File: src/rtl/if_id_queue_pkg.sv
// Shared fetch/decode definitions: NOP encoding, exception codes and the
// default entry field widths used by the IF/ID queue.
package cpu_defs;

  localparam int          INSTR_W  = 32;
  localparam int          EXC_W    = 5;
  localparam logic [31:0] NOP      = 32'h0000_0000;  // sll $0,$0,0

  localparam logic [EXC_W-1:0] EXC_NONE = 5'd0;
  localparam logic [EXC_W-1:0] EXC_ADEL = 5'd4;
  localparam logic [EXC_W-1:0] EXC_RI   = 5'd10;

endpackage

File: src/rtl/if_id_queue_fifo_ctrl.sv
// Pointer/occupancy bookkeeping for the IF/ID queue. The storage array lives
// in the parent; this block only decides when and where to write and read.
module fifo_ctrl
  import cpu_defs::*;
#(
  parameter int  DEPTH = 4,
  localparam int PW    = $clog2(DEPTH),
  localparam int CW    = PW + 1
) (
  input  logic          clk,
  input  logic          reset,
  input  logic          flush,
  input  logic          push_req,
  input  logic          pop_req,
  output logic          wr_en,
  output logic [PW-1:0] rd_ptr,
  output logic [PW-1:0] wr_ptr,
  output logic [CW-1:0] count,
  output logic          full,
  output logic          empty
);

  logic [PW-1:0] rd_ptr_q, rd_ptr_d;
  logic [PW-1:0] wr_ptr_q, wr_ptr_d;
  logic [CW-1:0] count_q, count_d;
  logic          push, pop;

  // full/empty come only from the registered count, so there is no
  // combinational path from decode's ready back to fetch's ready.
  assign full  = (count_q == CW'(DEPTH));
  assign empty = (count_q == '0);
  assign push  = push_req & ~full;
  assign pop   = pop_req & ~empty;
  assign wr_en = push & ~flush & ~reset;

  always_comb begin
    rd_ptr_d = rd_ptr_q;
    wr_ptr_d = wr_ptr_q;
    count_d  = count_q;
    if (flush) begin
      rd_ptr_d = '0;
      wr_ptr_d = '0;
      count_d  = '0;
    end else begin
      // DEPTH is a power of two, so pointer wrap is plain overflow.
      if (push) wr_ptr_d = wr_ptr_q + 1'b1;
      if (pop)  rd_ptr_d = rd_ptr_q + 1'b1;
      case ({push, pop})
        2'b10:   count_d = count_q + 1'b1;
        2'b01:   count_d = count_q - 1'b1;
        default: count_d = count_q;
      endcase
    end
  end

  always_ff @(posedge clk) begin
    if (reset) begin
      rd_ptr_q <= '0;
      wr_ptr_q <= '0;
      count_q  <= '0;
    end else begin
      rd_ptr_q <= rd_ptr_d;
      wr_ptr_q <= wr_ptr_d;
      count_q  <= count_d;
    end
  end

  assign rd_ptr = rd_ptr_q;
  assign wr_ptr = wr_ptr_q;
  assign count  = count_q;

endmodule

File: src/rtl/if_id_queue.sv
// DEPTH-entry decoupling queue between fetch and decode. Presents a NOP
// bubble (all-zero fields) to decode whenever the queue is empty.
module if_id_queue
  import cpu_defs::*;
#(
  parameter int  WIDTH = 32,
  parameter int  DEPTH = 4,
  parameter int  EXC_W = 5,
  localparam int PW    = $clog2(DEPTH),
  localparam int CW    = PW + 1
) (
  input  logic             clk,
  input  logic             reset,
  input  logic             flush,
  input  logic             f_valid,
  output logic             f_ready,
  input  logic [WIDTH-1:0] INSTR,
  input  logic [WIDTH-1:0] PC4,
  input  logic [EXC_W-1:0] f_exc,
  input  logic             f_bd,
  output logic             d_valid,
  input  logic             d_ready,
  output logic [WIDTH-1:0] IR_D,
  output logic [WIDTH-1:0] PC4_D,
  output logic [EXC_W-1:0] EXC_D,
  output logic             BD_D,
  output logic [CW-1:0]    count
);

  logic          wr_en, full, empty;
  logic [PW-1:0] rd_ptr, wr_ptr;

  fifo_ctrl #(.DEPTH(DEPTH)) u_ctrl (
    .clk      (clk),
    .reset    (reset),
    .flush    (flush),
    .push_req (f_valid),
    .pop_req  (d_ready),
    .wr_en    (wr_en),
    .rd_ptr   (rd_ptr),
    .wr_ptr   (wr_ptr),
    .count    (count),
    .full     (full),
    .empty    (empty)
  );

  assign f_ready = ~full;
  assign d_valid = ~empty;

  // Storage is deliberately unreset; stale contents are masked by d_valid.
  logic [WIDTH-1:0] ir_mem  [DEPTH];
  logic [WIDTH-1:0] pc4_mem [DEPTH];
  logic [EXC_W-1:0] exc_mem [DEPTH];
  logic             bd_mem  [DEPTH];

  always_ff @(posedge clk) begin
    if (wr_en) begin
      ir_mem[wr_ptr]  <= INSTR;
      pc4_mem[wr_ptr] <= PC4;
      exc_mem[wr_ptr] <= f_exc;
      bd_mem[wr_ptr]  <= f_bd;
    end
  end

  assign IR_D  = d_valid ? ir_mem[rd_ptr]  : WIDTH'(NOP);
  assign PC4_D = d_valid ? pc4_mem[rd_ptr] : '0;
  assign EXC_D = d_valid ? exc_mem[rd_ptr] : EXC_W'(EXC_NONE);
  assign BD_D  = d_valid & bd_mem[rd_ptr];

endmodule

File: config.mk
export PLATFORM = sky130hd
export DESIGN_NAME = if_id_queue
export DESIGN_NICKNAME = d
export VERILOG_FILES = /design/src/rtl/if_id_queue_pkg.sv /design/src/rtl/if_id_queue_fifo_ctrl.sv /design/src/rtl/if_id_queue.sv
export SDC_FILE = /design/constraint.sdc
export NUM_CORES = 1
export LEC_CHECK = 0
export CORE_UTILIZATION = 40
export DETAILED_ROUTE_END_ITERATION = 16
export PLACE_DENSITY = 0.68
export SLEW_MARGIN = 20
export SYNTH_ARGS = -nofsm -noshare
export SYNTH_HDL_FRONTEND = slang
export SYNTH_SLANG_ARGS = --single-unit
File: constraint.sdc
create_clock -name clk -period 3.2 [get_ports clk]
set_input_delay 0.8 -clock clk [delete_from_list [all_inputs] [get_ports clk]]
set_output_delay 0.8 -clock clk [all_outputs]
set_load 0.02 [all_outputs]
# ---- Yosys cells after proc, flatten, opt, wreduce, memory -nomap -nowiden
# Memories as Yosys holds them, arrays and structs flattened. A register that Yosys moved wholly into a read port is not among the register bits.
# Cells that the tools add are included.
dict set report totals {
  regBits 7
  latchBits 0
  ramBits 280
  romBits 0
  in_bits 75
  output_inout_bits 75
  elab_cells 40
  n_memories 4
}
dict set report op_classes {
  n_addsub 4
  mul 0
  div_mod_pow 0
  order_cmp 0
  n_eq_ne 3
  shift 0
  muxes 14
  bitwise 9
  n_reduce_logical 3
}
# memory words width read_ports rd_ports_with_merged_regs write_ports line_no
set memory_table {}
lappend memory_table {ir_mem 4 32 1 1 1 if_id_queue.sv:51} ;# logic [WIDTH-1:0] ir_mem [DEPTH];
lappend memory_table {pc4_mem 4 32 1 1 1 if_id_queue.sv:52} ;# logic [WIDTH-1:0] pc4_mem [DEPTH];
lappend memory_table {exc_mem 4 5 1 1 1 if_id_queue.sv:53} ;# logic [EXC_W-1:0] exc_mem [DEPTH];
lappend memory_table {bd_mem 4 1 1 1 1 if_id_queue.sv:54} ;# logic bd_mem [DEPTH];
# operator count
set ops {}
lappend ops {{two-way mux 32 bit} 2}
lappend ops {{two-way mux 2 bit} 8}
lappend ops {{case mux 3 bit (2 select lines)} 1}
lappend ops {{bitwise AND 1 bit} 5}
lappend ops {{two-way mux 5 bit} 1}
lappend ops {{adder 2 x 1 -> 2 bit (second input constant)} 2}
lappend ops {{inverter 1 bit} 4}
lappend ops {{adder 3 x 1 -> 3 bit (second input constant)} 1}
lappend ops {{== test 3 bit (second input constant)} 1}
lappend ops {{zero test 3 bit} 1}
lappend ops {{subtractor 3 x 1 -> 3 bit (second input constant)} 1}
lappend ops {{== test 2 x 1 -> 1 bit (second input constant)} 1}
lappend ops {{== test 2 bit (second input constant)} 1}
lappend ops {{two-way mux 1 bit} 2}
lappend ops {{nonzero test 2 bit} 1}
lappend ops {{OR reduction 2 bit} 1}

# ---- Longest topological paths before layout
dict set report logic_depth {
  depth_word 7
  depth_mapped 10
  depth_no_buf 9
}

# ---- Modules after synthesis
# A second synthesis with hierarchy kept.
dict set report hier_totals {
  hier_cells 575
  hier_area_um2 11003.1
}
# module n_inst cells_per_inst area_per_inst_um2 seq_area_each_um2
set by_module_without_submodules {}
lappend by_module_without_submodules {if_id_queue 1 531 10610.2 8408.1}
lappend by_module_without_submodules {fifo_ctrl 1 44 392.9 140.1}

# ---- Least setup slack after synthesis
# Ideal clock, no wire load.
dict set report synth_path {
  path_kind {input to register}
  start {in flush}
  end {mem bd_mem[0] (enable)}
  setup_time_ps 436
  arrival_ps 2785
  path_slack_ps -21
  path_stages 2
  cell_sequence {nor2_1 -> and3_1}
}
dict set report synth_between {
  elab_chain_len 5
}
# element line_no
set synth_lines {}
lappend synth_lines {{start, declared} if_id_queue.sv:14} ;# input logic flush,
lappend synth_lines {{inverter 1 bit} if_id_queue_fifo_ctrl.sv:34} ;# assign wr_en = push & ~flush & ~reset;
lappend synth_lines {{bitwise AND 1 bit (2 in series)} if_id_queue_fifo_ctrl.sv:34}
lappend synth_lines {{two-way mux 1 bit} if_id_queue.sv:57} ;# if (wr_en) begin
lappend synth_lines {{two-way mux 1 bit (not written as such)} if_id_queue.sv:61} ;# bd_mem[wr_ptr] <= f_bd;
lappend synth_lines {{end, declared} if_id_queue.sv:54}
# No other way between the ends.

==> results_dict.tcl <==
set metrics [dict create \
    synth_seq_area_share 0.775 \
    antenna_found_initial 1 \
    drv_slew 0 \
    synth_cell_type_count 27 \
    utilization 0.519 \
    ios 150 \
    p_leak_nw 4.76 \
    fill_cells 2152 \
    status "finished, final reports clean" \
    setup_tns_ps 0 \
    clk_latency_ps 540 \
    nets 755 \
    avgRoutedWirePerCell_um 20.7 \
    ant_nets 0 \
    die_h_um 168 \
    arrival_ps 2260 \
    cts_sinks 289 \
    cts_root_buf "clkbuf_16" \
    synth_compound_area_frac 0.00395 \
    drive_above_1_share 0.211 \
    max_slew_margin 0.671 \
    vias 5388 \
    seq_area_um2 8600 \
    synth_area_per_cell_um2 22.2 \
    syn_inst 498 \
    grt_pass1_wl_mm 33.6 \
    wirelength_mm 21.6 \
    setup_violations 0 \
    port_buffers 149 \
    grt.total_usage 0.155 \
    max_freq_ghz 0.327 \
    synth_top_area_cell "edfxtp_1" \
    synth_edf_count 280 \
    period_needed_ps 3060 \
    syn_to_final_growth_pct 26.7 \
    synthesis.nets 579 \
    dr.first_iter.drc_count 321 \
    cp-end-kind "output port" \
    synth_seq_cells 289 \
    rsz0062_at_grt "false" \
    finalHoldViolations 0 \
    grt.overflow.total 0 \
    synth_fa_ha_area_frac 0.00745 \
    synth_top_area_frac 0.759 \
    htree_levels 1 \
    cp_max_fo 11 \
    required_ps 2400 \
    synthSimpleGateAreaFrac 0.0490 \
    synth_top_flop_cell "edfxtp_1" \
    synth_top_family_by_area "multiplexers" \
    clk_pin_slew_ps 60 \
    min_period_over_period 0.955 \
    n_antenna_cell 0 \
    core_area_um2 27000 \
    max_stage_delay_ps 490 \
    worst-setup-path-type "flop to output port" \
    crit_chain "buf_12, buf_12, mux4_2, and2_1, dlygate4sd2_1" \
    dieArea_um2 28400 \
    synthTopCellsByArea "edfxtp_1 (76%), mux4_2 (14%), and2_1 (4.0%), dfxtp_1 (1.6%), buf_6 (0.91%)" \
    grt_pass1_vias 5933 \
    dpl.hpwl_mm 12.2 \
    hold_slack_ps 522 \
    start_util 0.410 \
    synth.most_common_cell "edfxtp_1" \
    clockBufferDepth 3 \
    drc_errors 0 \
    critPathSlowestCell "mux4_2" \
    grt_max_degree 72 \
    peakVddDrop_uv 382 \
    synthTopCellsByCount "edfxtp_1 (280), and2_1 (70), mux4_2 (70)" \
    cpMostUsedCell "buf_12" \
    drt_pass1_iterations 4 \
    tightest_slew_ps 491 \
    place_congestion 0.670 \
    drv_cap 0 \
    async_flop_share 0 \
    cts_tree "yes" \
    num_rows 60 \
    finClkSkew_ps 17.7 \
    multiInputGateArea_um2 2310 \
    power.density_nw_per_um2 568 \
    start_kind "flop" \
    ys_warn_count 0 \
    cts_buffers 30 \
    power_w 0.00798 \
    hold_path.class "flop to flop" \
    syn-cell-area_um2 11100 \
    die_width_um 168 \
    synthMuxAreaShare 0.143 \
    vias_per_cell 5.19 \
    synthXorXnorAreaFrac 0.00316 \
]
metrics by stage:
| stage | setup WS, ps | area (um^2) | std cells |
|---|---|---|---|
| detailed placement | 262 | 13100 | 973 |
| floorplan | 610 | 11100 | 498 |
| global route | 52.4 | 14000 | 1039 |
| global placement | 313 | 13100 | 973 |
| CTS | 28.6 | 14000 | 1032 |
| finish | 144 | 14000 | 1039 |
path summary, 6_finish.rpt:
check | start | end | slack, ps | cells after the start
max | flop | PC4_D[7] | 140 | 5
min | u_ctrl.wr_ptr[0] | u_ctrl.wr_ptr[0] | 520 | 2
max reg2reg | u_ctrl.count[2] | u_ctrl.count[2] | 650 | 9
min reg2reg | u_ctrl.wr_ptr[0] | u_ctrl.wr_ptr[0] | 520 | 2
cells in the final DEF (no fill, tap or decap):
master	instances
o311ai_0	1
dlygate4sd2_1	70
edfxtp_1	280
bufinv_16	2
or2_2	1
nand4_1	1
and3_4	4
ha_1	5
clkdlybuf4s50_1	79
clkinv_2	6
nand2_1	2
and2_4	1
and2_1	70
inv_1	7
buf_12	13
o31ai_2	1
buf_4	8
inv_6	1
clkinv_1	9
or3b_4	1
xor2_1	4
clkbuf_1	3
o21ai_0	1
dfxtp_4	2
clkbuf_16	31
nor2_1	7
dfxtp_1	7
mux4_2	70
fa_1	1
or3_2	2
o31ai_1	1
a21oi_1	2
clkinvlp_4	3
mux2i_1	1
clkinv_4	1
state kept, by name, indices dropped and copies added, names as in the netlist, named ones only:
register / cells
u_ctrl.rd_ptr: 2
ir_mem: 128
bd_mem: 4
exc_mem: 20
u_ctrl.count: 3
u_ctrl.wr_ptr: 2
pc4_mem: 128
report_power, final:
group	total [W]	internal [W]	leakage (nW)	switching (W)
combinational	0.000482	0.000234	1.70	0.000248
sequential	0.00420	0.00419	2.60	0.0000133
clock	0.00329	0.00192	0.460	0.00137
repair_timing:
item | 4_1_cts | 5_1_grt
hold buffers | 0 | 0
setup buffers | 3 | 7
hold endpoints to repair | 0 | 0
gates resized for setup | 73 | 0
setup endpoints to repair | 71 | 1
worst max-delay path: cells and delay by family, from the launching register on:
kind                   cells  cell delay [ps]
AND/OR/NAND/NOR            1              170
buffers and inverters      3              610
flip-flops                 1              440
multiplexers               1              490
layer usage:
layer	vias up	routed length, um	global-route usage
met5	-	17	0
met4	2	373	0.0364
met3	35	1140	0.0308
met2	150	11100	0.276
met1	2828	8890	0.196
li1	2373	-	-
cells by family after synthesis:
logic type | after synthesis
compound gates | 6
xor+xnor | 4
fa+ha+maj | 6
buf+inv | 33
flops | 289
mux | 71
simple gates | 89
final cells by class:
class                           instances  share of cell area
Clock buffer                           34              0.0561
Tap cell                              341              0.0304
Timing Repair Buffer                  170               0.123
Inverter                                7             0.00187
Sequential cell                       289               0.612
Multi-Input combinational cell        176               0.165
Clock inverter                         22              0.0117
No activity file was read; power rests on OpenSTA's default activity.
